### src/rtl/cv32e40s_data_bus_arbiter_if.sv
// Bundle of the two requester-side OBI data channels, the shared bus-side
// channel and the status flags of the data bus arbiter.
interface cv32e40s_data_bus_arbiter_if;

   typedef struct packed {
      logic [31:0] addr;
      logic        we;
      logic [3:0]  be;
      logic [31:0] wdata;
   } obi_data_req_t;

   typedef struct packed {
      logic [31:0] rdata;
      logic        err;
   } obi_data_resp_t;

   logic           valid0_i;
   obi_data_req_t  trans0_i;
   logic           ready0_o;
   logic           valid1_i;
   obi_data_req_t  trans1_i;
   logic           ready1_o;
   logic           valid_o;
   obi_data_req_t  trans_o;
   logic           ready_i;
   logic           resp_valid_i;
   obi_data_resp_t resp_i;
   logic           resp_valid0_o;
   logic           resp_valid1_o;
   obi_data_resp_t resp_o;
   logic           busy_o;
   logic           protocol_err_o;

   // Arbiter's view.
   modport master (
      input  valid0_i, trans0_i, valid1_i, trans1_i, ready_i, resp_valid_i, resp_i,
      output ready0_o, ready1_o, valid_o, trans_o, resp_valid0_o, resp_valid1_o,
             resp_o, busy_o, protocol_err_o
   );

   // Environment's view (requesters plus bus).
   modport slave (
      output valid0_i, trans0_i, valid1_i, trans1_i, ready_i, resp_valid_i, resp_i,
      input  ready0_o, ready1_o, valid_o, trans_o, resp_valid0_o, resp_valid1_o,
             resp_o, busy_o, protocol_err_o
   );

endinterface

### src/rtl/cv32e40s_data_bus_arbiter.sv
// Two-requester arbiter for the data-side OBI channel. Round-robin grant,
// grant held while the bus stalls a presented request, and an in-order owner
// FIFO that steers each response back to the requester that issued it.
//
// state    | meaning
// ---------+----------------------------------------------------------
// ST_OPEN  | no request pending on the bus, grant chosen freely
// ST_HOLD  | previous cycle's request was stalled, grant pinned to grant_q
module cv32e40s_data_bus_arbiter #(
   parameter int DEPTH     = 2,
   parameter int CNT_WIDTH = $clog2(DEPTH + 1)
) (
   input logic                          clk,
   input logic                          rst,
   cv32e40s_data_bus_arbiter_if.master  bus
);

   localparam int PTR_W = (DEPTH > 1) ? $clog2(DEPTH) : 1;

   typedef enum logic {ST_OPEN, ST_HOLD} state_e;

   state_e               state_q, state_d;
   logic                 grant_q;
   logic                 rr_q;
   logic [CNT_WIDTH-1:0] cnt_q;
   logic [PTR_W-1:0]     wr_ptr_q, rd_ptr_q;
   logic [DEPTH-1:0]     owner_q;

   logic grant;
   logic full;
   logic req_valid;
   logic push;
   logic pop;
   logic head;
   logic cnt_nz;

   assign full   = (cnt_q == CNT_WIDTH'(DEPTH));
   assign cnt_nz = (cnt_q != '0);
   assign head   = owner_q[rd_ptr_q];

   // Grant selection, bus-side valid and lock next state.
   always_comb begin
      grant     = 1'b0;
      req_valid = 1'b0;
      state_d   = ST_OPEN;
      if (state_q == ST_HOLD) begin
         grant = grant_q;
      end else if (bus.valid0_i && bus.valid1_i) begin
         grant = rr_q;
      end else if (bus.valid1_i) begin
         grant = 1'b1;
      end
      req_valid = !full && (grant ? bus.valid1_i : bus.valid0_i);
      if (req_valid && !bus.ready_i) begin
         state_d = ST_HOLD;
      end
   end

   assign push = req_valid && bus.ready_i;
   assign pop  = bus.resp_valid_i && cnt_nz;

   // Lock state, held grant and round-robin pointer.
   always_ff @(posedge clk or posedge rst) begin
      if (rst) begin
         state_q <= ST_OPEN;
         grant_q <= 1'b0;
         rr_q    <= 1'b0;
      end else begin
         state_q <= state_d;
         grant_q <= grant;
         if (push) begin
            rr_q <= !grant;
         end
      end
   end

   // Owner FIFO and outstanding count; a push blocked when full keeps cnt_q in range.
   always_ff @(posedge clk or posedge rst) begin
      if (rst) begin
         cnt_q    <= '0;
         wr_ptr_q <= '0;
         rd_ptr_q <= '0;
         owner_q  <= '0;
      end else begin
         if (push) begin
            owner_q[wr_ptr_q] <= grant;
            wr_ptr_q <= (wr_ptr_q == PTR_W'(DEPTH - 1)) ? '0 : wr_ptr_q + 1'b1;
         end
         if (pop) begin
            rd_ptr_q <= (rd_ptr_q == PTR_W'(DEPTH - 1)) ? '0 : rd_ptr_q + 1'b1;
         end
         if (push && !pop) begin
            cnt_q <= cnt_q + 1'b1;
         end else if (pop && !push) begin
            cnt_q <= cnt_q - 1'b1;
         end
      end
   end

   // Control outputs are forced low while reset is held; payloads pass through.
   assign bus.valid_o        = !rst && req_valid;
   assign bus.trans_o        = grant ? bus.trans1_i : bus.trans0_i;
   assign bus.ready0_o       = !rst && !grant && bus.ready_i && !full;
   assign bus.ready1_o       = !rst &&  grant && bus.ready_i && !full;
   assign bus.resp_valid0_o  = !rst && pop && !head;
   assign bus.resp_valid1_o  = !rst && pop &&  head;
   assign bus.resp_o         = bus.resp_i;
   assign bus.busy_o         = !rst && (cnt_nz || bus.valid0_i || bus.valid1_i);
   assign bus.protocol_err_o = !rst && bus.resp_valid_i && !cnt_nz;

endmodule

### src/flat_wrapper.sv
// flat-port wrapper written by rule: the top's interface ports become plain ports
module cv32e40s_data_bus_arbiter_flat 
#(
   parameter int DEPTH     = 2,
   parameter int CNT_WIDTH = $clog2(DEPTH + 1)
)
  (clk, rst, bus_valid0_i, bus_trans0_i, bus_valid1_i, bus_trans1_i, bus_ready_i, bus_resp_valid_i, bus_resp_i, bus_ready0_o, bus_ready1_o, bus_valid_o, bus_trans_o, bus_resp_valid0_o, bus_resp_valid1_o, bus_resp_o, bus_busy_o, bus_protocol_err_o);
  cv32e40s_data_bus_arbiter_if bus_i ();
  input logic clk;
  input logic rst;
  input wire logic [$bits(bus_i.valid0_i)-1:0] bus_valid0_i;
  input wire logic [$bits(bus_i.trans0_i)-1:0] bus_trans0_i;
  input wire logic [$bits(bus_i.valid1_i)-1:0] bus_valid1_i;
  input wire logic [$bits(bus_i.trans1_i)-1:0] bus_trans1_i;
  input wire logic [$bits(bus_i.ready_i)-1:0] bus_ready_i;
  input wire logic [$bits(bus_i.resp_valid_i)-1:0] bus_resp_valid_i;
  input wire logic [$bits(bus_i.resp_i)-1:0] bus_resp_i;
  output wire logic [$bits(bus_i.ready0_o)-1:0] bus_ready0_o;
  output wire logic [$bits(bus_i.ready1_o)-1:0] bus_ready1_o;
  output wire logic [$bits(bus_i.valid_o)-1:0] bus_valid_o;
  output wire logic [$bits(bus_i.trans_o)-1:0] bus_trans_o;
  output wire logic [$bits(bus_i.resp_valid0_o)-1:0] bus_resp_valid0_o;
  output wire logic [$bits(bus_i.resp_valid1_o)-1:0] bus_resp_valid1_o;
  output wire logic [$bits(bus_i.resp_o)-1:0] bus_resp_o;
  output wire logic [$bits(bus_i.busy_o)-1:0] bus_busy_o;
  output wire logic [$bits(bus_i.protocol_err_o)-1:0] bus_protocol_err_o;
  assign bus_i.valid0_i = bus_valid0_i;
  assign bus_i.trans0_i = bus_trans0_i;
  assign bus_i.valid1_i = bus_valid1_i;
  assign bus_i.trans1_i = bus_trans1_i;
  assign bus_i.ready_i = bus_ready_i;
  assign bus_i.resp_valid_i = bus_resp_valid_i;
  assign bus_i.resp_i = bus_resp_i;
  assign bus_ready0_o = bus_i.ready0_o;
  assign bus_ready1_o = bus_i.ready1_o;
  assign bus_valid_o = bus_i.valid_o;
  assign bus_trans_o = bus_i.trans_o;
  assign bus_resp_valid0_o = bus_i.resp_valid0_o;
  assign bus_resp_valid1_o = bus_i.resp_valid1_o;
  assign bus_resp_o = bus_i.resp_o;
  assign bus_busy_o = bus_i.busy_o;
  assign bus_protocol_err_o = bus_i.protocol_err_o;
  cv32e40s_data_bus_arbiter #(.DEPTH(DEPTH), .CNT_WIDTH(CNT_WIDTH)) u_core (.clk(clk), .rst(rst), .bus(bus_i));
endmodule
### config.mk
export PLATFORM = sky130hd
export DESIGN_NAME = cv32e40s_data_bus_arbiter_flat
export DESIGN_NICKNAME = d
export VERILOG_FILES = /design/src/rtl/cv32e40s_data_bus_arbiter_if.sv /design/src/rtl/cv32e40s_data_bus_arbiter.sv /design/src/flat_wrapper.sv
export SDC_FILE = /design/constraint.sdc
export NUM_CORES = 1
export LEC_CHECK = 0
export ABC_AREA = 1
export ABC_CLOCK_PERIOD_IN_PS = 1800
export BUFFER_PORTS_ARGS = -buffer_cell sky130_fd_sc_hd__buf_2
export CAP_MARGIN = 30
export CELL_PAD_IN_SITES_DETAIL_PLACEMENT = 1
export CELL_PAD_IN_SITES_GLOBAL_PLACEMENT = 1
export CORE_ASPECT_RATIO = 0.75
export CORE_MARGIN = 1.5
export CORE_UTILIZATION = 14
export DETAILED_ROUTE_END_ITERATION = 12
export GPL_ROUTABILITY_DRIVEN = 0
export MAX_ROUTING_LAYER = met4
export PLACE_DENSITY_LB_ADDON = 0.1
export REMOVE_ABC_BUFFERS = 1
export SLEW_MARGIN = 20
export SYNTH_ARGS = -nofsm -noshare
export SYNTH_HDL_FRONTEND = slang
export SYNTH_SLANG_ARGS = --single-unit
### constraint.sdc
create_clock -name clk -period 1.8 [get_ports clk]
set_input_delay 0.36 -clock clk [delete_from_list [all_inputs] [get_ports clk]]
set_output_delay 0.36 -clock clk [all_outputs]
set_load 0.01 [all_outputs]
==> flow_summary.ini <==
[cts]
max-clock-path-buffers = 2
postCtsHoldBufs = 0
cts_buffers = 3
cts-root-buf = clkbuf_16
clock_sinks = 9
cts_tree = yes
path_clk_slew_ns = 0.04
clkLatencyLatePin_ns = 0.23
cts_htree_levels = 1

[power]
leakage_nw = 1.964
seq_power_share = 0.106
swShare = 0.4745
p_sw_mw = 1.646
total_power_mw = 3.468
clock_power_share = 0.112
internal_power_mw = 1.822
comb_power_share = 0.783
peakVddDrop_v = 0.0003071
power.density_nw_per_um2 = 1135

[setup_path]
path_max_fanout = 7
critPathLaunchType = flip-flop
critPathCaptureType = primary output
critPathRequiredTime_ns = 1.44
arrival_ns = 1.48
critical_path_class = flip-flop to primary output

[logic_synthesis]
ys.flop_type = dfrtp_1
async_reset_ff_frac = 1.000
synthCells = 318
ys_seq_elements = 9
yosysSeqAreaShare = 0.1369
synth_top_area_frac = 0.5019
yosys.area.top_type = nand2_1
synth_simple_gate_area_frac = 0.5749
synthXorXnorAreaFrac = 0.01597
yosysWarnings = 0
netlist_area_sq_um = 1645
yosysUniqueCellTypes = 24
synth_edf_count = 0
synth.area.mux_share = 0.006084
syn_avg_cell_area_sq_um = 5.174
synth_top_family_by_area = simple AND/OR/NAND/NOR gates
synthTopCellsByArea = nand2_1 50%, buf_4 15%, dfrtp_1 14%
synth_common_cells = 220 x nand2_1, 33 x buf_4, 9 x dfrtp_1, 9 x inv_1, 9 x nor2_1
synth-compound-area-share = 0.01293
synthAdderAreaFrac = 0.007605
yosysMostFrequentCell = nand2_1

[drt]
drtAntennaViolNets = 0
route.detailed.drc = 0
wl_per_cell_microns = 14.56
routed_wl_microns = 9813
drtIter0Drc = 47
dr.max_layer_used = met4
wl_met1_microns = 3876
dr.pass1.iters = 6
viasPerCell = 3.954
wl_met2_microns = 4729
vias = 2665
wl_met3_microns = 1163

[sta]
fin_crit_sh = 1.022
finalHoldViolCount = 0
finalMaxSlewViolations = 0
finalSetupViolCount = 22
post-route-min-period_ns = 1.839
worst_pin_slew_ns = 0.2403
rsz0062_at_grt = true
setup_ws_ns = -0.03928
whs_ns = 0.2253
fmax_mhz = 543.7
fin_skew_ns = 0.001242
relSlewSlack = 0.8392

[min_path]
hold_class = input port to async pin

[grt]
grt_overflow_total = 0
grt_usage = 0.1513
grt_first_pass_wirelength_microns = 14220
grt_pass1_vias = 2788
grt_max_degree = 30
antenna_found_initial = 0

[place]
dp_hpwl_microns = 7540
port-buffer-count = 219

[floorplan]
die_area_sq_um = 12420
initial_core_util = 0.1427
die_height_microns = 96.89
die_x_microns = 128.2
placementRows = 34
ios = 286
core_area_sq_um = 11530

[run]
cap_violations = 0

[cells_and_area]
antennaDiodeCount = 0
syn_to_final_growth_pct = 85.63
final_core_util = 0.2649
drive_above_1_share = 0.5293
nets = 691

[run_status]
violations = setup timing
status = finished, violations left
placed cells by master, fill, tap and decap left out, types with 2 or more instances in the layout:
cell type	count
clkbuf_16	5
nor2_2	2
buf_12	4
buf_4	8
buf_6	6
nand3_1	3
nand4_1	2
nand2_1	197
buf_16	3
xnor2_1	2
dfrtp_1	9
nor2_1	9
nand2_2	24
buf_2	215
inv_1	9
what timing repair did:
action / CTS / global route
gates cloned: 3 / 2
pin swaps: 1 / 12
gates resized for setup: 11 / 26
setup endpoints to repair: 69 / 73
buffers inserted: 3 / 1
power by group through the flow:
stage / sequential (mW) / clock, mW / combinational [mW]
detailed placement: 0.367 / 0 / 2.27
CTS: 0.365 / 0.400 / 2.56
global route: 0.384 / 0.412 / 3.02
global placement: 0.366 / 0 / 2.26
floorplan: 0.350 / 0 / 1.20
finish: 0.366 / 0.387 / 2.71
worst max-delay path, cell delays in order (launching register included):
cell and delay [ns]:
dfrtp_1 0.39, nor2_2 0.10, nand2_2 0.08, nand2_4 0.14
buf_12 0.15, clkbuf_16 0.16, nand2_1 0.05, nand2_1 0.06
buf_2 0.12
final cells by class:
| type | instances | area [sq um] |
|---|---|---|
| fill | 1543 | 8474 |
| multi-input combinational | 251 | 1086 |
| clock buffer | 4 | 78.83 |
| tap | 162 | 202.7 |
| timing repair buffer | 238 | 1416 |
| inverter | 10 | 45.04 |
| sequential | 9 | 225.2 |
worst paths after layout:
check,from,end,slack (ns),cells after the start
min in group clk,bus_ready_i,u_core.state_q$_DFF_PP0_,0.36,2
setup / recovery,u_core.state_q$_DFF_PP0_,bus_trans_o[40],-0.04,8
hold reg to reg,u_core.owner_q[1]$_DFFE_PP0P_,u_core.owner_q[1]$_DFFE_PP0P_,0.48,2
max in group asynchronous,rst,u_core.rr_q$_DFFE_PP0P_,1.44,3
setup reg to reg,u_core.state_q$_DFF_PP0_,u_core.cnt_q[1]$_DFFE_PP0P_,0.11,9
hold / removal,rst,u_core.cnt_q[1]$_DFFE_PP0P_,0.23,3
per-layer routing:
| layer | GRT usage | vias to the layer above |
|---|---|---|
| met3 | 0.07190 | 7 |
| met2 | 0.2597 | 172 |
| li1 | - | 1305 |
| met1 | 0.1641 | 1181 |
| met4 | 0.01556 | 0 |
| met5 | - | - |
kinds of logic after synthesis:
group	Yosys count
fa+ha+maj	1
simple gates	242
buf+inv	58
compound gates	4
flops	9
xor+xnor	3
mux	1
metrics by stage:
step           cells  setup slack [ns]  area (sq um)  setup TNS (ns)
2_1_floorplan    270           -0.6620          1279          -46.33
3_3_place_gp     661           0.02995          2690               0
3_5_place_dp     661           0.02888          2690               0
4_1_cts          671          -0.06044          2910          -1.814
5_1_grt          674           -0.1226          3054          -6.680
6_report         674          -0.03928          3054         -0.3729
flip-flops by register name, summed over array words and instances, names as in the netlist:
signal	flops
u_core.rd_ptr_q	1
u_core.rr_q	1
u_core.cnt_q	2
u_core.owner_q	2
u_core.wr_ptr_q	1
u_core.state_q	1
u_core.grant_q	1
Power figures use the tool's default switching activity.
